--- src/rtl/jpeg_stream_to_spi.sv ---
// Streams JFIF header ROM then encoder memory up to EOI into packed SPI words.
// Optional byte counter output enabled by `define JPEG_STREAM_BYTECNT_EN.
module jpeg_stream_to_spi #(
    parameter int HD_LEN     = 607,
    parameter int HD_AW      = 10,
    parameter int JE_AW      = 17,
    parameter int OUT_BYTES  = 1,
    parameter int FIFO_DEPTH = 8
) (
    input  logic                   clk,
    input  logic                   reset_n,
    input  logic                   je_done,
    output logic [HD_AW-1:0]       hd_addr,
    input  logic [7:0]             hd_data,
    output logic [JE_AW-1:0]       je_addr,
    input  logic [7:0]             je_data,
    input  logic                   spi_rd,
    output logic [8*OUT_BYTES-1:0] spi_data,
    output logic                   spi_valid,
    output logic                   spi_last,
    output logic [2:0]             spi_nbytes,
    output logic                   busy,
    output logic                   frame_done,
    output logic                   err_underflow,
    output logic                   err_noeoi
`ifdef JPEG_STREAM_BYTECNT_EN
    ,
    output logic [31:0]            frame_bytes
`endif
);

    localparam int W  = 8 * OUT_BYTES;
    localparam int PW = $clog2(FIFO_DEPTH);
    localparam logic [PW+1:0] DEPTH_W = (PW+2)'(FIFO_DEPTH);
    localparam logic [2:0] OB_W = 3'(OUT_BYTES);

    localparam logic [1:0] S_IDLE  = 2'd0;
    localparam logic [1:0] S_HDR   = 2'd1;
    localparam logic [1:0] S_DATA  = 2'd2;
    localparam logic [1:0] S_DRAIN = 2'd3;

    logic [1:0]    state;
    logic          rd_v;
    logic          rd_src;
    logic          rd_end;
    logic          je_end;
    logic          prev_ff;
    logic [2:0]    pk_cnt;
    logic [W-1:0]  pk_data;
    logic [W-1:0]  pk_next;

    logic [W-1:0]  f_data [FIFO_DEPTH];
    logic [2:0]    f_nb   [FIFO_DEPTH];
    logic [FIFO_DEPTH-1:0] f_last;
    logic [PW-1:0] wr_ptr;
    logic [PW-1:0] rd_ptr;
    logic [PW:0]   f_cnt;

    logic          start;
    logic          pop;
    logic          push;
    logic [7:0]    cap_byte;
    logic          cap_eoi;
    logic          cap_noeoi;
    logic          cap_last;
    logic          pend;
    logic [PW+1:0] occ;
    logic          room;
    logic          issue_hd;
    logic          issue_je;

    assign start     = (state == S_IDLE) && je_done;
    assign spi_valid = (f_cnt != '0);
    assign pop       = spi_rd && spi_valid;
    assign cap_byte  = rd_src ? je_data : hd_data;
    assign cap_eoi   = rd_v && rd_src && prev_ff && (je_data == 8'hD9);
    assign cap_noeoi = rd_v && rd_src && rd_end && !cap_eoi;
    assign cap_last  = cap_eoi || cap_noeoi;

    // Packer plus in-flight byte can never span more than one word.
    assign pend     = (pk_cnt != 3'd0) || rd_v;
    assign occ      = {1'b0, f_cnt} + {{(PW+1){1'b0}}, pend};
    assign room     = occ < DEPTH_W;
    assign issue_hd = (state == S_HDR) && room;
    assign issue_je = (state == S_DATA) && room && !je_end && !cap_last;

    always_comb begin
        pk_next = pk_data;
        for (int i = 0; i < OUT_BYTES; i++) begin
            if (pk_cnt == 3'(i)) begin
                pk_next[8*(OUT_BYTES-1-i) +: 8] = cap_byte;
            end
        end
        push = rd_v && (((pk_cnt + 3'd1) == OB_W) || cap_last);
    end

    assign spi_data   = spi_valid ? f_data[rd_ptr] : '0;
    assign spi_nbytes = spi_valid ? f_nb[rd_ptr] : 3'd0;
    assign spi_last   = spi_valid && f_last[rd_ptr];

    always_ff @(posedge clk or negedge reset_n) begin
        if (!reset_n) begin
            state         <= S_IDLE;
            busy          <= 1'b0;
            frame_done    <= 1'b0;
            err_underflow <= 1'b0;
            err_noeoi     <= 1'b0;
            hd_addr       <= '0;
            je_addr       <= '0;
            je_end        <= 1'b0;
            prev_ff       <= 1'b0;
            rd_v          <= 1'b0;
            rd_src        <= 1'b0;
            rd_end        <= 1'b0;
        end else begin
            frame_done <= 1'b0;
            rd_v       <= issue_hd || issue_je;
            rd_src     <= issue_je;
            rd_end     <= issue_je && (je_addr == '1);
            if (rd_v && rd_src) begin
                prev_ff <= (je_data == 8'hFF);
            end
            unique case (state)
                S_IDLE: begin
                    if (je_done) begin
                        busy          <= 1'b1;
                        err_underflow <= 1'b0;
                        err_noeoi     <= 1'b0;
                        hd_addr       <= '0;
                        je_addr       <= '0;
                        je_end        <= 1'b0;
                        prev_ff       <= 1'b0;
                        state         <= S_HDR;
                    end
                end
                S_HDR: begin
                    if (issue_hd) begin
                        if (hd_addr == HD_AW'(HD_LEN - 1)) begin
                            je_addr <= '0;
                            state   <= S_DATA;
                        end else begin
                            hd_addr <= hd_addr + 1'b1;
                        end
                    end
                end
                S_DATA: begin
                    if (issue_je) begin
                        je_addr <= je_addr + 1'b1;
                        if (je_addr == '1) begin
                            je_end <= 1'b1;
                        end
                    end
                    if (cap_last) begin
                        state <= S_DRAIN;
                        if (cap_noeoi) begin
                            err_noeoi <= 1'b1;
                        end
                    end
                end
                S_DRAIN: begin
                    if (pop && spi_last) begin
                        frame_done <= 1'b1;
                        busy       <= 1'b0;
                        state      <= S_IDLE;
                    end
                end
                default: state <= S_IDLE;
            endcase
            if (spi_rd && !spi_valid) begin
                err_underflow <= 1'b1;
            end
        end
    end

    always_ff @(posedge clk or negedge reset_n) begin
        if (!reset_n) begin
            pk_cnt  <= 3'd0;
            pk_data <= '0;
        end else if (rd_v) begin
            if (push) begin
                pk_cnt  <= 3'd0;
                pk_data <= '0;
            end else begin
                pk_cnt  <= pk_cnt + 3'd1;
                pk_data <= pk_next;
            end
        end
    end

    always_ff @(posedge clk or negedge reset_n) begin
        if (!reset_n) begin
            wr_ptr <= '0;
            rd_ptr <= '0;
            f_cnt  <= '0;
            f_last <= '0;
        end else begin
            if (push) begin
                wr_ptr         <= wr_ptr + 1'b1;
                f_last[wr_ptr] <= cap_last;
            end
            if (pop) begin
                rd_ptr <= rd_ptr + 1'b1;
            end
            f_cnt <= f_cnt + (PW+1)'(push) - (PW+1)'(pop);
        end
    end

    always_ff @(posedge clk) begin
        if (push) begin
            f_data[wr_ptr] <= pk_next;
            f_nb[wr_ptr]   <= pk_cnt + 3'd1;
        end
    end

`ifdef JPEG_STREAM_BYTECNT_EN
    always_ff @(posedge clk or negedge reset_n) begin
        if (!reset_n) begin
            frame_bytes <= '0;
        end else if (start) begin
            frame_bytes <= '0;
        end else if (rd_v) begin
            frame_bytes <= frame_bytes + 32'd1;
        end
    end
`endif

endmodule

--- config.mk ---
export PLATFORM = sky130hd
export DESIGN_NAME = jpeg_stream_to_spi
export DESIGN_NICKNAME = d
export VERILOG_FILES = /design/src/rtl/jpeg_stream_to_spi.sv
export SDC_FILE = /design/constraint.sdc
export NUM_CORES = 1
export LEC_CHECK = 0
export ABC_AREA = 1
export BUFFER_PORTS_ARGS = -buffer_cell sky130_fd_sc_hd__buf_4
export CAP_MARGIN = 30
export CORE_MARGIN = 2
export CORE_UTILIZATION = 35
export DETAILED_ROUTE_END_ITERATION = 10
export HOLD_SLACK_MARGIN = 0.03
export PLACE_DENSITY = 0.61
export SETUP_SLACK_MARGIN = 0.15
export SLEW_MARGIN = 0
export SYNTH_ARGS = -nofsm -noshare
export SYNTH_HDL_FRONTEND = slang
export SYNTH_SLANG_ARGS = --single-unit
--- constraint.sdc ---
create_clock -name clk -period 3.2 [get_ports clk]
set_input_delay 0.48 -clock clk [delete_from_list [all_inputs] [get_ports clk]]
set_output_delay 0.48 -clock clk [all_outputs]
set_load 0.02 [all_outputs]
# Yosys cells after proc, flatten, opt, wreduce, memory -nomap -nowiden
# Memory sizes are Yosys's and may differ from the RTL's.
# Index checks and enable logic that the tools add are counted.
# word_totals
ramBits,88
out_inout_bits,44
ff_bits,67
word_cells,135
n_memories,2
inputBits,20
# mem_list
name,words,width,read_ports,rd_clocked_by_memory_dff,wr,line_no,text
f_data,8,8,1,0,1,52,logic [W-1:0] f_data [FIFO_DEPTH];
f_nb,8,3,1,0,1,53,logic [2:0] f_nb [FIFO_DEPTH];
# op_classes
eq_ne,17
reduce_logical,41
magnitude_cmp,4
mux,45
n_addsub,8
# ops
op,n
17-bit two-way mux,4
17-bit case mux with 3 select lines,1
8-bit two-way mux,4
10-bit two-way mux,3
10-bit case mux with 2 select lines,1
1-bit two-way mux,18
17-bit by 1-bit adder with 17-bit output (second input constant),1
17-bit == test (second input constant),1
8-bit == test (second input constant),2
1-bit logical AND,16
2-bit inequality test (second input constant),7
4-bit AND reduction,3
10-bit by 1-bit adder with 10-bit output (second input constant),1
10-bit == test (second input constant),1
2-bit two-way mux,5
5-bit AND reduction,2
2-bit nonzero test,5
3-bit by 1-bit adder with 3-bit output (second input constant),3
8-bit bitwise mux,1
3-bit by 4-bit less-than comparator with 1-bit output (second input constant),2
2-bit case mux with 4 select lines,1
3-bit two-way mux,2
1-bit case mux with 2 select lines,3
3-bit nonzero test,2
other kinds (18),26

# Logic depth before layout (Yosys ltp)
# logic_depth
ltp_word,10
ltp_mapped,15

# Worst setup path after synthesis
# OpenSTA, ideal clock, no wires.
# synth_path
path_kind,in2reg
from,input je_data[2]
to,register f_cnt[2]
stages,14
setup_ns,0.124
path_buffers,1
required_ns,3.076
path_slack_ns,0.856
arrival_time_ns,2.220
path_cell_list,inv_1 > nand2_1 > nor2_1 > nand3_2 > nand2_2 > buf_6 > nor2_2 > nor2_4 > nand2_2 > ha_1 > inv_1 > ha_1 > fa_1 > xor2_1
# synth_between
elab_chain_len,9
# synth_lines
item,line_no,text
from (decl),16,"input logic [7:0] je_data,"
8-bit == test (*),76,assign cap_eoi = rd_v && rd_src && prev_ff && (je_data == 8'hD9);
1-bit logical AND (*),76,
1-bit logical NOT,77,assign cap_noeoi = rd_v && rd_src && rd_end && !cap_eoi;
1-bit logical AND,77,
1-bit logical OR (*),78,assign cap_last = cap_eoi || cap_noeoi;
1-bit logical OR (*),94,push = rd_v && (((pk_cnt + 3'd1) == OB_W) || cap_last);
1-bit logical AND (*),94,
4-bit by 1-bit adder with 4-bit output (*),204,f_cnt <= f_cnt + (PW+1)'(push) - (PW+1)'(pop);
4-bit by 1-bit subtractor with 4-bit output (*),204,
to (signal assigned),204,
to (decl),57,logic [PW:0] f_cnt;
# Every way passes the cells marked *; elsewhere a longest branch is shown, timed or not.
# A chain may end at the register's enable or synchronous reset.

# Final worst setup path
# layout_path
from,register f_cnt[2]
to,output spi_nbytes[0]
# layout_between
elab_chain_len,2
# layout_lines
item,line_no,text
4-bit nonzero test,73,assign spi_valid = (f_cnt != '0);
3-bit two-way mux,98,assign spi_nbytes = spi_valid ? f_nb[rd_ptr] : 3'd0;
to (decl),21,"output logic [2:0] spi_nbytes,"
# No other way between the ends.

==> out/results.ini <==
[die]
start_util_pct=35.46
dieHeight_um=149.7
boundaryPins=64
die_w_um=149.7
fp-row-count=53
core_sq_um=20960
die-area_sq_um=22410

[timing]
maxSlewViolCount=0
period_needed_ns=2.677
slew_headroom_pct=40.83
tightest_slew_ns=0.8876
finalSetupTns_ns=0
finalClockSkew_ns=0.009923
report.final.setup_viol=0
fmax_ghz=0.3735
fin_crit_sh_pct=83.67
rsz0062_at_grt=no
hold_viol_final=0
fin_ws_ns=0.5227

[drt]
wl_per_cell_um=15.08
drtIter0Drc=271
postRouteAntennaNets=0
dr.pass1.iters=5
drcViolationCount=0
vias=5588
vias_per_cell=4.880
drt-total-wl_um=17260

[logic_synthesis]
synth_nets=831
ys_warn_count=0
synth_seq_cells=155
avgSynthCellArea_sq_um=9.394
syn-cell-area_sq_um=7431
postSynthCellCount=791
yosysUniqueCellTypes=33
seq_area_frac_synth_pct=58.12

[critical_path]
cp_max_fo=15
crit_arrival_ns=2.20
worstSetupStartpointType=flop
cpPeakStageDelay_ns=0.39
cp_cell_sequence=inv_1, ha_1, nand2_1, nor2_1, inv_1, o21ai_0, nor2_1, buf_4
cpLargestDelayFamily=buffers and inverters
cp.required_ns=2.72
worstSetupPathType=reg2out
slowest_stage=dfrtp_1
crit_buf_inv=3
end_kind=output port

[finish]
antenna_cells=0
multi_input_area_sq_um=2730
drive_gt1_share_pct=14.94
fill_cells=2081
area_delta_synth_final_pct=18.47
layout.cells.non_filler=1145
final_cell_mix=nand2_1, nor2_1, o21ai_0, edfxtp_1, buf_4
post-route-util_pct=42.01
register_area_sq_um=4319
layout.nets=897
final_common_cell=nand2_1

[clock_network]
cts.sinks=155
postCtsSetupBuffers=0
hold_buffers=0
clk_pin_slew_ns=0.07
clkLatencyLatePin_ns=0.43
htree_num_levels=4
clock_path_buffers=2
cts_buffers=17
ctsRootBufferMaster=clkbuf_16
tritoncts=yes
post_cts_resized=0

[grt]
grt_pass1_wl_um=28040
grt_max_degree=68
first_global_vias=5359
grt_overflow=0
antenna_found_initial=0
gr-usage-all-layers_pct=16.15

[worst_hold_path]
hp-class=in2async

[power_and_ir_drop]
vdd_drop_max_v=0.0004989
p_leak_nw=3.788
cellPowerDensity_nw_per_um2=857.5

[place]
place_ws_ns=0.4974
dp.cells=1113
io_buffers=63
dpl.hpwl_um=11780
gp_congestion=0.8474

[job]
drv_cap=0

[run_status]
status=completed

[through the flow]
stage / hold WS (ns) / area, sq um / total power [W]
5_1_grt: 0.2421 / 8803 / 0.008045
2_1_floorplan: 0.1844 / 7431 / 0.004538
6_report: 0.1551 / 8803 / 0.007549
3_3_place_gp: 0.4582 / 8213 / 0.005536
4_1_cts: 0.2048 / 8803 / 0.007597
3_5_place_dp: 0.4594 / 8213 / 0.005563
[registers in the layout, summed over array words and instances, names as in the netlist]
register,cells
hd_addr,10
pk_cnt,3
busy,1
f_data,64
f_cnt,4
rd_end,1
prev_ff,1
f_nb,24
rd_v,1
err_noeoi,1
state,2
je_end,1
frame_done,1
wr_ptr,3
rd_ptr,3
pk_data,8
f_last,8
je_addr,17
rd_src,1
err_underflow,1
[logic make-up (layout without fill, tap and decap cells)]
family,after synthesis,in the layout,share of synthesized area (%)
compound gates,131,131,9.412
xor+xnor,25,25,2.947
fa+ha+maj,20,20,3.469
buf+inv,91,170,5.135
flops,155,155,58.12
simple gates,369,369,20.91
[final cells by class]
class | instances | share of cell area [%]
repair buffers | 77 | 6.708
flip-flops and latches | 155 | 49.06
clock buffers | 17 | 4.832
multi-input cells | 545 | 31.01
clock inverters | 15 | 1.876
well taps | 275 | 3.908
inverters | 61 | 2.601
[report_power, final]
part	leakage, nW	switching [W]	total (W)	internal, W
logic	1.76	0.00196	0.00291	0.000943
clock network	0.292	0.000925	0.00204	0.00112
registers	1.74	0.000185	0.00260	0.00241
[final timing paths]
kind                       startpoint       endpoint  slack [ns]  cells after the start
min in group clk               spi_rd  err_underflow        0.30                      2
setup / recovery             f_cnt[2]  spi_nbytes[0]        0.52                      8
hold reg to reg             f_last[2]      f_last[2]        0.47                      2
hold / removal                reset_n     je_addr[7]        0.16                      1
setup reg to reg               rd_src       f_cnt[2]        0.59                     12
max in group asynchronous     reset_n           rd_v        2.45                      1
[routing by layer]
| layer | share of wire (%) | GRT usage (%) |
|---|---|---|
| met3 | 4.3 | 3.933 |
| met5 | 0 | 0 |
| met2 | 48 | 27.13 |
| met1 | 47 | 21.20 |
| met4 | 0.75 | 3.774 |
[cell usage after synthesis, drive strengths merged]
library cell,count,area (sq um)
nand4,6,37.54
nor2,138,543.0
o21bai,1,7.510
or2,5,31.28
inv,61,229.0
o22ai,29,181.4
and3,2,12.51
a31oi,1,6.260
nor4,2,12.51
xor2,20,175.2
ha,19,237.7
nand2,161,629.3
o21ai,90,450.4
nand3b,1,7.510
dfrtp,67,1677
nand3,51,265.3
a22o,1,8.760
clkbuf,22,82.58
edfxtp,88,2643
xnor2,5,43.79
a21oi,9,45.04
buf,8,70.06
nor3,3,15.01
fa,1,20.02
Note: power is estimated with default switching activity, not from simulation.
